**config.mk**
```make
export PLATFORM = sky130hd
export DESIGN_NAME = pipe_stage_elastic
export DESIGN_NICKNAME = d
export VERILOG_FILES = /design/src/rtl/pipe_stage_elastic_pkg.sv /design/src/rtl/pipe_stage_elastic_entry.sv /design/src/rtl/pipe_stage_elastic.sv
export SDC_FILE = /design/constraint.sdc
export NUM_CORES = 1
export LEC_CHECK = 0
export ABC_AREA = 1
export BUFFER_PORTS_ARGS = -buffer_cell sky130_fd_sc_hd__buf_2
export CAP_MARGIN = 20
export CORE_MARGIN = 8
export CORE_UTILIZATION = 40
export CTS_CLUSTER_DIAMETER = 150
export DETAILED_ROUTE_END_ITERATION = 6
export PLACE_DENSITY = 0.61
export REMOVE_ABC_BUFFERS = 1
export SLEW_MARGIN = 5
export SYNTH_ARGS = -nofsm -noshare
export SYNTH_HDL_FRONTEND = slang
export SYNTH_SLANG_ARGS = --single-unit
```
**constraint.sdc**
```tcl
create_clock -name clk -period 4.7 [get_ports clk]
set_input_delay 0.705 -clock clk [delete_from_list [all_inputs] [get_ports clk]]
set_output_delay 0.705 -clock clk [all_outputs]
set_load 0.01 [all_outputs]
```
**src/rtl/pipe_stage_elastic_pkg.sv**
```systemverilog
// Shared pipeline definitions: control bundle layout and occupancy encoding
// used by the elastic inter-stage register.
package pipe_stage_elastic_pkg;

  localparam int CTRL_W = 5;

  localparam int CTRL_JUMP   = 0;
  localparam int CTRL_BRANCH = 1;
  localparam int CTRL_PC     = 2;
  localparam int CTRL_M2R    = 3;
  localparam int CTRL_REGW   = 4;

  typedef enum logic [1:0] {
    OCC_EMPTY = 2'd0,
    OCC_ONE   = 2'd1,
    OCC_TWO   = 2'd2
  } occ_e;

endpackage

```
**src/rtl/pipe_stage_elastic_entry.sv**
```systemverilog
// Single pipeline entry: valid flag plus data and control bundles.
// Clearing invalidates the entry and zeroes control so a bubble never
// carries stale control bits; data is left as-is.
module pipe_entry_reg #(
  parameter int DATA_W = 69,
  parameter int CTRL_W = 5
) (
  input  logic              clk,
  input  logic              rst,
  input  logic              load,
  input  logic              clear,
  input  logic [DATA_W-1:0] d_data,
  input  logic [CTRL_W-1:0] d_ctrl,
  output logic              valid,
  output logic [DATA_W-1:0] data,
  output logic [CTRL_W-1:0] ctrl
);

  // Entry storage; clear wins over load so a flush always empties the entry.
  always_ff @(posedge clk or posedge rst) begin
    if (rst) begin
      valid <= 1'b0;
      data  <= '0;
      ctrl  <= '0;
    end else if (clear) begin
      valid <= 1'b0;
      ctrl  <= '0;
    end else if (load) begin
      valid <= 1'b1;
      data  <= d_data;
      ctrl  <= d_ctrl;
    end
  end

endmodule

```
**src/rtl/pipe_stage_elastic.sv**
```systemverilog
// Elastic pipeline stage register with valid/ready handshake, synchronous
// flush and an optional second (skid) entry that makes in_ready registered.
module pipe_stage_elastic
  import pipe_stage_elastic_pkg::*;
#(
  parameter int DATA_W = 69,
  parameter int CTRL_W = pipe_stage_elastic_pkg::CTRL_W,
  parameter int SKID   = 1
) (
  input  logic              clk,
  input  logic              rst,
  input  logic              flush,
  input  logic              in_valid,
  output logic              in_ready,
  input  logic [DATA_W-1:0] in_data,
  input  logic [CTRL_W-1:0] in_ctrl,
  output logic              out_valid,
  input  logic              out_ready,
  output logic [DATA_W-1:0] out_data,
  output logic [CTRL_W-1:0] out_ctrl,
  output logic [1:0]        occupancy
);

  occ_e occ, occ_next;

  logic              accept, consume;
  logic              out_load, out_clear, out_from_skid;
  logic              skid_load, skid_clear;
  logic              skid_valid;
  logic [DATA_W-1:0] skid_data;
  logic [CTRL_W-1:0] skid_ctrl;
  logic [CTRL_W-1:0] out_ctrl_q;
  logic [DATA_W-1:0] out_d_data;
  logic [CTRL_W-1:0] out_d_ctrl;

  assign accept  = in_valid & in_ready;
  assign consume = out_valid & out_ready;

  assign out_d_data = out_from_skid ? skid_data : in_data;
  assign out_d_ctrl = out_from_skid ? skid_ctrl : in_ctrl;

  pipe_entry_reg #(
    .DATA_W (DATA_W),
    .CTRL_W (CTRL_W)
  ) u_out_entry (
    .clk    (clk),
    .rst    (rst),
    .load   (out_load),
    .clear  (out_clear),
    .d_data (out_d_data),
    .d_ctrl (out_d_ctrl),
    .valid  (out_valid),
    .data   (out_data),
    .ctrl   (out_ctrl_q)
  );

  generate
    if (SKID != 0) begin : g_skid
      pipe_entry_reg #(
        .DATA_W (DATA_W),
        .CTRL_W (CTRL_W)
      ) u_skid_entry (
        .clk    (clk),
        .rst    (rst),
        .load   (skid_load),
        .clear  (skid_clear),
        .d_data (in_data),
        .d_ctrl (in_ctrl),
        .valid  (skid_valid),
        .data   (skid_data),
        .ctrl   (skid_ctrl)
      );
      // Ready depends only on registered skid state, cutting the out_ready path.
      assign in_ready = ~skid_valid & ~rst;
    end else begin : g_noskid
      logic unused_skid;
      assign skid_valid  = 1'b0;
      assign skid_data   = '0;
      assign skid_ctrl   = '0;
      assign unused_skid = skid_load ^ skid_clear;
      // Single entry: room exists when empty or when the held beat leaves now.
      assign in_ready = (~out_valid | out_ready) & ~rst;
    end
  endgenerate

  assign out_ctrl  = out_valid ? out_ctrl_q : '0;
  assign occupancy = occ;

  // Occupancy state register.
  always_ff @(posedge clk or posedge rst) begin
    if (rst) occ <= OCC_EMPTY;
    else     occ <= occ_next;
  end

  // Next occupancy and entry load/clear steering; flush overrides handshakes.
  always_comb begin
    occ_next      = occ;
    out_load      = 1'b0;
    out_clear     = 1'b0;
    out_from_skid = 1'b0;
    skid_load     = 1'b0;
    skid_clear    = 1'b0;
    if (flush) begin
      out_clear  = 1'b1;
      skid_clear = 1'b1;
      occ_next   = OCC_EMPTY;
    end else begin
      case (occ)
        OCC_EMPTY: begin
          if (accept) begin
            out_load = 1'b1;
            occ_next = OCC_ONE;
          end
        end
        OCC_ONE: begin
          if (accept && consume) begin
            out_load = 1'b1;
          end else if (accept) begin
            skid_load = 1'b1;
            occ_next  = OCC_TWO;
          end else if (consume) begin
            out_clear = 1'b1;
            occ_next  = OCC_EMPTY;
          end
        end
        OCC_TWO: begin
          if (consume) begin
            out_load      = 1'b1;
            out_from_skid = 1'b1;
            skid_clear    = 1'b1;
            occ_next      = OCC_ONE;
          end
        end
        default: begin
          out_clear  = 1'b1;
          skid_clear = 1'b1;
          occ_next   = OCC_EMPTY;
        end
      endcase
    end
  end

  // Occupancy must never reach an encoding the configuration cannot hold.
  always_ff @(posedge clk) begin
    if (!rst) begin
      assert (occ != 2'd3 && (SKID != 0 || occ != OCC_TWO));
    end
  end

endmodule

```
==> summary.md, run 1 <==
| Metric | Value |
|---|---|
| Startpoint Class | `flop` |
| Most frequent cells in the layout | `nand2_1 (445), buf_2 (156), dfrtp_1 (152)` |
| DP HPWL | `11.3 mm` |
| Slowest stage cell, crit path | `nand2_4` |
| Final Hold Violating Endpoints | `0` |
| Int Power | `3.03 mW` |
| Row Count | `48` |
| Power share of the sequential group | `between 40% and 50%` |
| ANT cells | `0` |
| Die H | `149 um` |
| Global placement routability congestion | `0.807` |
| Post-layout min period | `roughly 2.8 ns` |
| DR WL/cell | `roughly 14 um` |
| Filler Cell Count | `1721` |
| Crit end category | `flop` |
| Worst Skew | `0.0111 ns` |
| Drt total wl | `18.4 mm` |
| First-pass DRT Iterations | `5` |
| Dpl ws | `roughly 1.6 ns` |
| CTS tree | `yes` |
| DIE WIDTH | `roughly 150 um` |
| Initial antenna violation count | `0` |
| Critical path buffer and inverter count | `1` |
| Core area | `17200 sq um` |
| Fmax | `0.364 GHz` |
| Vias in the first global route | `6031` |
| Run status | `finished, final reports clean` |
| Iteration-0 DRC Markers | `431` |
| Clock Root Buffer | `clkbuf_16` |
| Slew @ Worst Pin | `~0.95 ns` |
| Post-Synthesis Cells | `922` |
| Crit path cell chain | `nor2_4 > buf_4 > nand2_4 > o21ai_0 > nand2_1 > nand2_1` |
| Post-cts hold buffer count | `0` |
| Slew headroom | `a little over a third` |
| Clk sinks | `152` |
| CTS clk-pin slew, worst paths | `0.06 ns` |
| Bufs on Longest Clock Path | `2` |
| Final setup fails | `0` |
| Synth Area in XOR/XNOR | `0%` |
| Synthesized flop and latch total | `152` |
| NumNets Final | `1129` |
| Max-cap check violation count | `0` |
| Setup TNS Final | `0 ns` |
| Multiplexer share of the synthesized area | `0%` |
| Largest family of logic cells by synthesized area | `simple AND/OR/NAND/NOR gates` |
| Design Power | `between 4 and 5 mW` |
| PwrDens | `504 nW/um^2` |
| Setup ws final | `1.95 ns` |
| Leakage | `about 5 nW` |
| Vias/cell | `4.68` |
| Switching part of the total | `around 29%` |
| Port Buffers | `156` |
| Sequential-to-total area share from yosys stat | `54.0%` |
| Post-synth ARST share | `100%` |
| Io pins | `roughly 160` |
| Post-CTS resize count | `0` |
| Yosys warnings | `0` |
| Synth Area in Adders | `0%` |
| Crit path max-delay family | `simple AND/OR/NAND/NOR gates` |
| Final instance area | `8520 sq um` |
| Setup Buffers After CTS | `0` |
| Slowest stage delay, CP | `0.67 ns` |
| Starting density of the core | `40.8%` |
| Net Switching | `1.26 mW` |
| First-pass GRT wire length | `30.7 mm` |
| Commonest non-fill, non-tap cell in the layout | `nand2_1` |
| Post-synth EDFFs | `0` |
| Grt total ovfl | `0` |
| Synth Cell Area | `7040 sq um` |
| Power share of the clock group | `around a third` |
| Worst vdd ir | `0.000256 V` |
| Combinational share of power | `20.0%` |
| Share of layout cells above drive strength 1 | `19.4%` |
| Worst Path Required | `roughly 5.1 ns` |
| Most used cell, CP | `nand2_1` |
| Final Max Tran Viols | `0` |
| WS Path Type | `flop to flop` |
| Netlist cell types | `20` |
| TritonCTS Buffers | `17` |
| Hold crit path type | `primary input to async pin` |
| Post-route ant nets | `0` |
| H-tree Lvls | `4` |
| Largest net degree at the start of global routing | `84` |
| Crit share post-route | `58.5%` |
| Compound-Gate Fraction of Synth Area | `5.83%` |
| Worst Path Arrival | `3.10 ns` |
| Area grow syn2layout | `21.0%` |
| Total die area | `22100 sq um` |
| DR vias | `roughly 6000` |
| Dominant synthesized flop cell | `dfrtp_1` |
| DRC | `0` |
| Synthesized area per cell | `approximately 7.6 sq um` |
| CP max FO | `79` |
| RSZ-0062 raised after global routing | `false` |
| Clock latency on the worst-skew pair | `0.42 ns` |
| Synth Area in Simple Gates | `around a third` |
| Dpl cell area | `7900 sq um` |
| GRT Util Overall | `17.2%` |
[metal layers]
metal	wire length, um	vias to the layer above	global-route usage (%)
li1	-	3098	-
met1	8570	2745	22.9
met2	8350	152	26.9
met3	1200	22	4.50
met4	242	0	5.15
met5	0	-	0
[sequential cells by signal, summed over array words and instances, names as in the netlist]
name,count
u_out_entry.valid,1
g_skid.u_skid_entry.valid,1
g_skid.u_skid_entry.data,69
u_out_entry.ctrl,5
g_skid.u_skid_entry.ctrl,5
u_out_entry.data,69
occupancy,2
[logic make-up after synthesis]
kind of cell	count (synthesis)
AO/OA/AOI/OAI	82
buffers and inverters	143
flip-flops	152
AND/OR/NAND/NOR	545
[final timing paths]
kind | slack, ns | endpoint | depth (start not counted) | from
max | 1.95 | u_out_entry.ctrl[2] | 6 | occupancy[0]
min | 0.27 | u_out_entry.data[58] | 2 | rst
max reg2reg | 1.95 | u_out_entry.ctrl[2] | 6 | occupancy[0]
min reg2reg | 0.47 | u_out_entry.data[38] | 2 | u_out_entry.data[38]
max in group asynchronous | 2.60 | u_out_entry.data[11] | 4 | rst
min in group clk | 0.47 | u_out_entry.data[38] | 2 | u_out_entry.data[38]
[power by group through the flow]
stage / Sequential, mW / Combinational [mW] / Clock [mW]
2_1_floorplan: 2.05 / 0.429 / 0
3_3_place_gp: 2.01 / 0.854 / 0
3_5_place_dp: 2.00 / 0.883 / 0
4_1_cts: 1.99 / 0.883 / 1.48
5_1_grt: 2.05 / 0.998 / 1.54
6_report: 1.99 / 0.857 / 1.44
[stage by stage]
step / instances / hold WS [ns] / utilization [%]
floorplan: 867 / 0.454 / -
global placement: 1256 / 0.457 / 45.8
detailed placement: 1256 / 0.460 / 45.8
CTS: 1287 / 0.265 / 49.4
global route: 1287 / 0.275 / 49.4
finish: 1287 / 0.269 / 49.4
[layout make-up]
cell class | instances | area, sq um | area share (%)
sequential | 152 | 3800 | 44.7
multi-input combinational | 627 | 2640 | 30.9
timing repair buffer | 164 | 841 | 9.87
clock buffer | 23 | 478 | 5.61
inverter | 88 | 335 | 3.94
tap | 225 | 282 | 3.30
clock inverter | 8 | 144 | 1.69
[synthesized netlist by cell type, types with 2 or more instances]
cell type	instances	area share, %
clkbuf_1	27	1.4
buf_6	5	0.80
a21oi_1	3	0.21
o21ai_1	17	1.2
nand4_1	6	0.53
o21ai_0	62	4.4
buf_4	6	0.64
nand2_1	445	24
nor2_4	3	0.48
inv_2	4	0.21
nor2_1	5	0.27
inv_1	84	4.5
buf_2	16	1.1
nand2_2	2	0.18
dfrtp_1	152	54
nor2_2	2	0.18
nand3_1	80	5.7
Note: power is estimated with default switching activity, not from simulation.
==> run 2, diff against run 1 <==
==> constraint.sdc (replaced) <==
create_clock -name clk -period 2.4 [get_ports clk]
set_input_delay 0.36 -clock clk [delete_from_list [all_inputs] [get_ports clk]]
set_output_delay 0.36 -clock clk [all_outputs]
set_load 0.01 [all_outputs]
==> summary.md, run 2 (synthesis gave the netlist of run 1 again) <==
| Metric | Value |
|---|---|
| WS Path Type | `flop to flop` |
| TritonCTS Buffers | `17 (unchanged)` |
| DR WL/cell | `14.4 um (+1.2%)` |
| DP HPWL | `11.6 mm (+2.8%)` |
| Cells after DPL | `1260 (+0.32%)` |
| CP max FO | `23 (-71%)` |
| Post-CTS resize count | `0 (unchanged)` |
| Area grow syn2layout | `22.9%` |
| Power share of the clock group | `34.5% (+0.8 points)` |
| PwrDens | `987 nW/um^2 (+96%)` |
| Row Count | `48 (unchanged)` |
| Final Max Tran Viols | `0 (unchanged)` |
| Switching part of the total | `29.0% (-0.45 points)` |
| Final Hold Violating Endpoints | `0 (unchanged)` |
| Drt total wl | `18.6 mm (+1.5%)` |
| Initial antenna violation count | `0 (unchanged)` |
| Grt total ovfl | `0 (unchanged)` |
| DRC | `0 (unchanged)` |
| Bufs on Longest Clock Path | `2 (unchanged)` |
| First-pass DRT Iterations | `4 (-1)` |
| First-pass GRT wire length | `30.8 mm (+0.50%)` |
| Final setup fails | `0 (unchanged)` |
| Min-delay src | `in_data[51]` |
| Filler Cell Count | `1734 (+0.76%)` |
| DIE WIDTH | `149 um (unchanged)` |
| RSZ-0062 raised after global routing | `false` |
| NumNets Final | `1133 (+0.35%)` |
| Startpoint Class | `flop` |
| Clk sinks | `152 (unchanged)` |
| Crit share post-route | `80.2% (+22 points)` |
| Most frequent cells in the layout | `nand2_1 (445), buf_2 (156), dfrtp_1 (152)` |
| Worst Path Arrival | `2.27 ns (-0.83 ns)` |
| Post-route ant nets | `0 (unchanged)` |
| RR Startpoint | `occupancy[0]` |
| Worst Path Required | `2.75 ns (-2.30 ns)` |
| Setup Buffers After CTS | `0 (unchanged)` |
| Crit end category | `flop` |
| Setup TNS Final | `0 ns (unchanged)` |
| Net Switching | `2.47 mW (+96%)` |
| Power share of the sequential group | `45.3% (-1.1 points)` |
| CTS tree | `yes` |
| Iteration-0 DRC Markers | `237 (-45%)` |
| Post-Layout Cell Count | `1291 (+0.31%)` |
| Total die area | `22100 sq um (unchanged)` |
| Global placement routability congestion | `0.762 (-5.6%)` |
| Commonest non-fill, non-tap cell in the layout | `nand2_1` |
| Int Power | `6.06 mW (+100%)` |
| Largest net degree at the start of global routing | `153 (+82%)` |
| DR vias | `5938 (-1.3%)` |
| Post-layout min period | `1.92 ns (-0.826 ns)` |
| Crit path launch | `occupancy[0]` |
| Leakage | `5.08 nW (+1.2%)` |
| Design Power | `8.54 mW (+99%)` |
| Starting density of the core | `40.8% (unchanged)` |
| Setup ws final | `0.476 ns (-1.47 ns)` |
| Share of layout cells above drive strength 1 | `19.9% (+0.49 points)` |
| H-tree Lvls | `4 (unchanged)` |
| Clock Root Buffer | `clkbuf_16` |
| ANT cells | `0 (unchanged)` |
| Worst Skew | `0.0146 ns (+0.00354 ns)` |
| Fmax | `0.520 GHz (+43%)` |
| Run status | `finished, final reports clean` |
| Io pins | `157 (unchanged)` |
| Vias/cell | `4.60 (-1.6%)` |
| Combinational share of power | `20.1% (about the same)` |
| Clock latency on the worst-skew pair | `0.41 ns (about the same)` |
| Largest regs | `g_skid.u_skid_entry.data x69, u_out_entry.data x69` |
| Port Buffers | `156 (unchanged)` |
| Die H | `149 um (unchanged)` |
| Max-cap check violation count | `0 (unchanged)` |
| Post-cts hold buffer count | `0 (unchanged)` |
| Slew @ Worst Pin | `0.920 ns (-0.0337 ns)` |
| Core area | `17200 sq um (unchanged)` |
| Layout Utilization | `50.2% (+0.75 points)` |
| Hold crit path type | `primary input to flop` |
| Vias in the first global route | `6061 (+0.50%)` |
| Worst vdd ir | `0.000502 V (+96%)` |
| GRT Util Overall | `17.2% (+0.055 points)` |
| Dpl ws | `0.389 ns (-1.22 ns)` |
| CTS clk-pin slew, worst paths | `0.06 ns (about the same)` |
| Slew headroom | `38.7% (+2.2 points)` |
run 2: cell types whose count changed in the layout (fill, tap and decap cells not counted), sizes merged:
cell    delta
buf        +4
clkbuf     +2
clkinv     -2
run 2: power groups by stage:
stage	clock network [mW]	logic, mW	registers, mW
5_1_grt	3.13	1.99	3.98
6_report	2.95	1.72	3.87
3_5_place_dp	0	1.77	3.90
2_1_floorplan	0	0.839	4.01
4_1_cts	3.02	1.77	3.87
3_3_place_gp	0	1.73	3.89
run 2: area by class of cell:
cell class / instances / area, sq um / share of cell area (%)
inverters: 88 / 335 / 3.88
repair buffers: 168 / 933 / 10.8
multi-input cells: 627 / 2640 / 30.5
clock buffers: 25 / 526 / 6.08
flip-flops and latches: 152 / 3800 / 44.0
clock inverters: 6 / 134 / 1.55
well taps: 225 / 282 / 3.26
run 2: worst paths after layout:
path	endpoint	slack, ns	depth (start not counted)
setup reg to reg	u_out_entry.ctrl[0]	0.48	8
max in group asynchronous	g_skid.u_skid_entry.data[2]	1.59	3
hold / removal	g_skid.u_skid_entry.data[51]	0.19	3
setup / recovery	u_out_entry.ctrl[0]	0.48	8
min in group asynchronous	u_out_entry.valid	0.20	3
hold reg to reg	u_out_entry.data[11]	0.47	2
run 2: routing by layer:
layer | track usage (%) | vias up | part of all wire [%] | wire length, um
li1 | - | 3094 | - | -
met1 | 22.6 | 2697 | 48 | 8970
met2 | 27.8 | 140 | 46 | 8640
met3 | 3.98 | 7 | 5.1 | 952
met4 | 5.15 | 0 | 0.45 | 83
met5 | 0 | - | 0 | 0
run 2: worst max-delay path: stages (launching register included):
cell     delay, ns
dfrtp_1       0.49
nor2_4        0.20
nand2_1       0.09
nand2_1       0.11
nand2_4       0.18
inv_2         0.29
buf_4         0.34
nand2_1       0.10
nand2_1       0.07
run 2: through the flow:
stage                     hold WS, ns  area (sq um)
after floorplan                 0.454          6750
after global placement          0.461          7990
after detailed placement        0.461          7990
after CTS                       0.173          8650
after global routing            0.175          8650
final                           0.188          8650
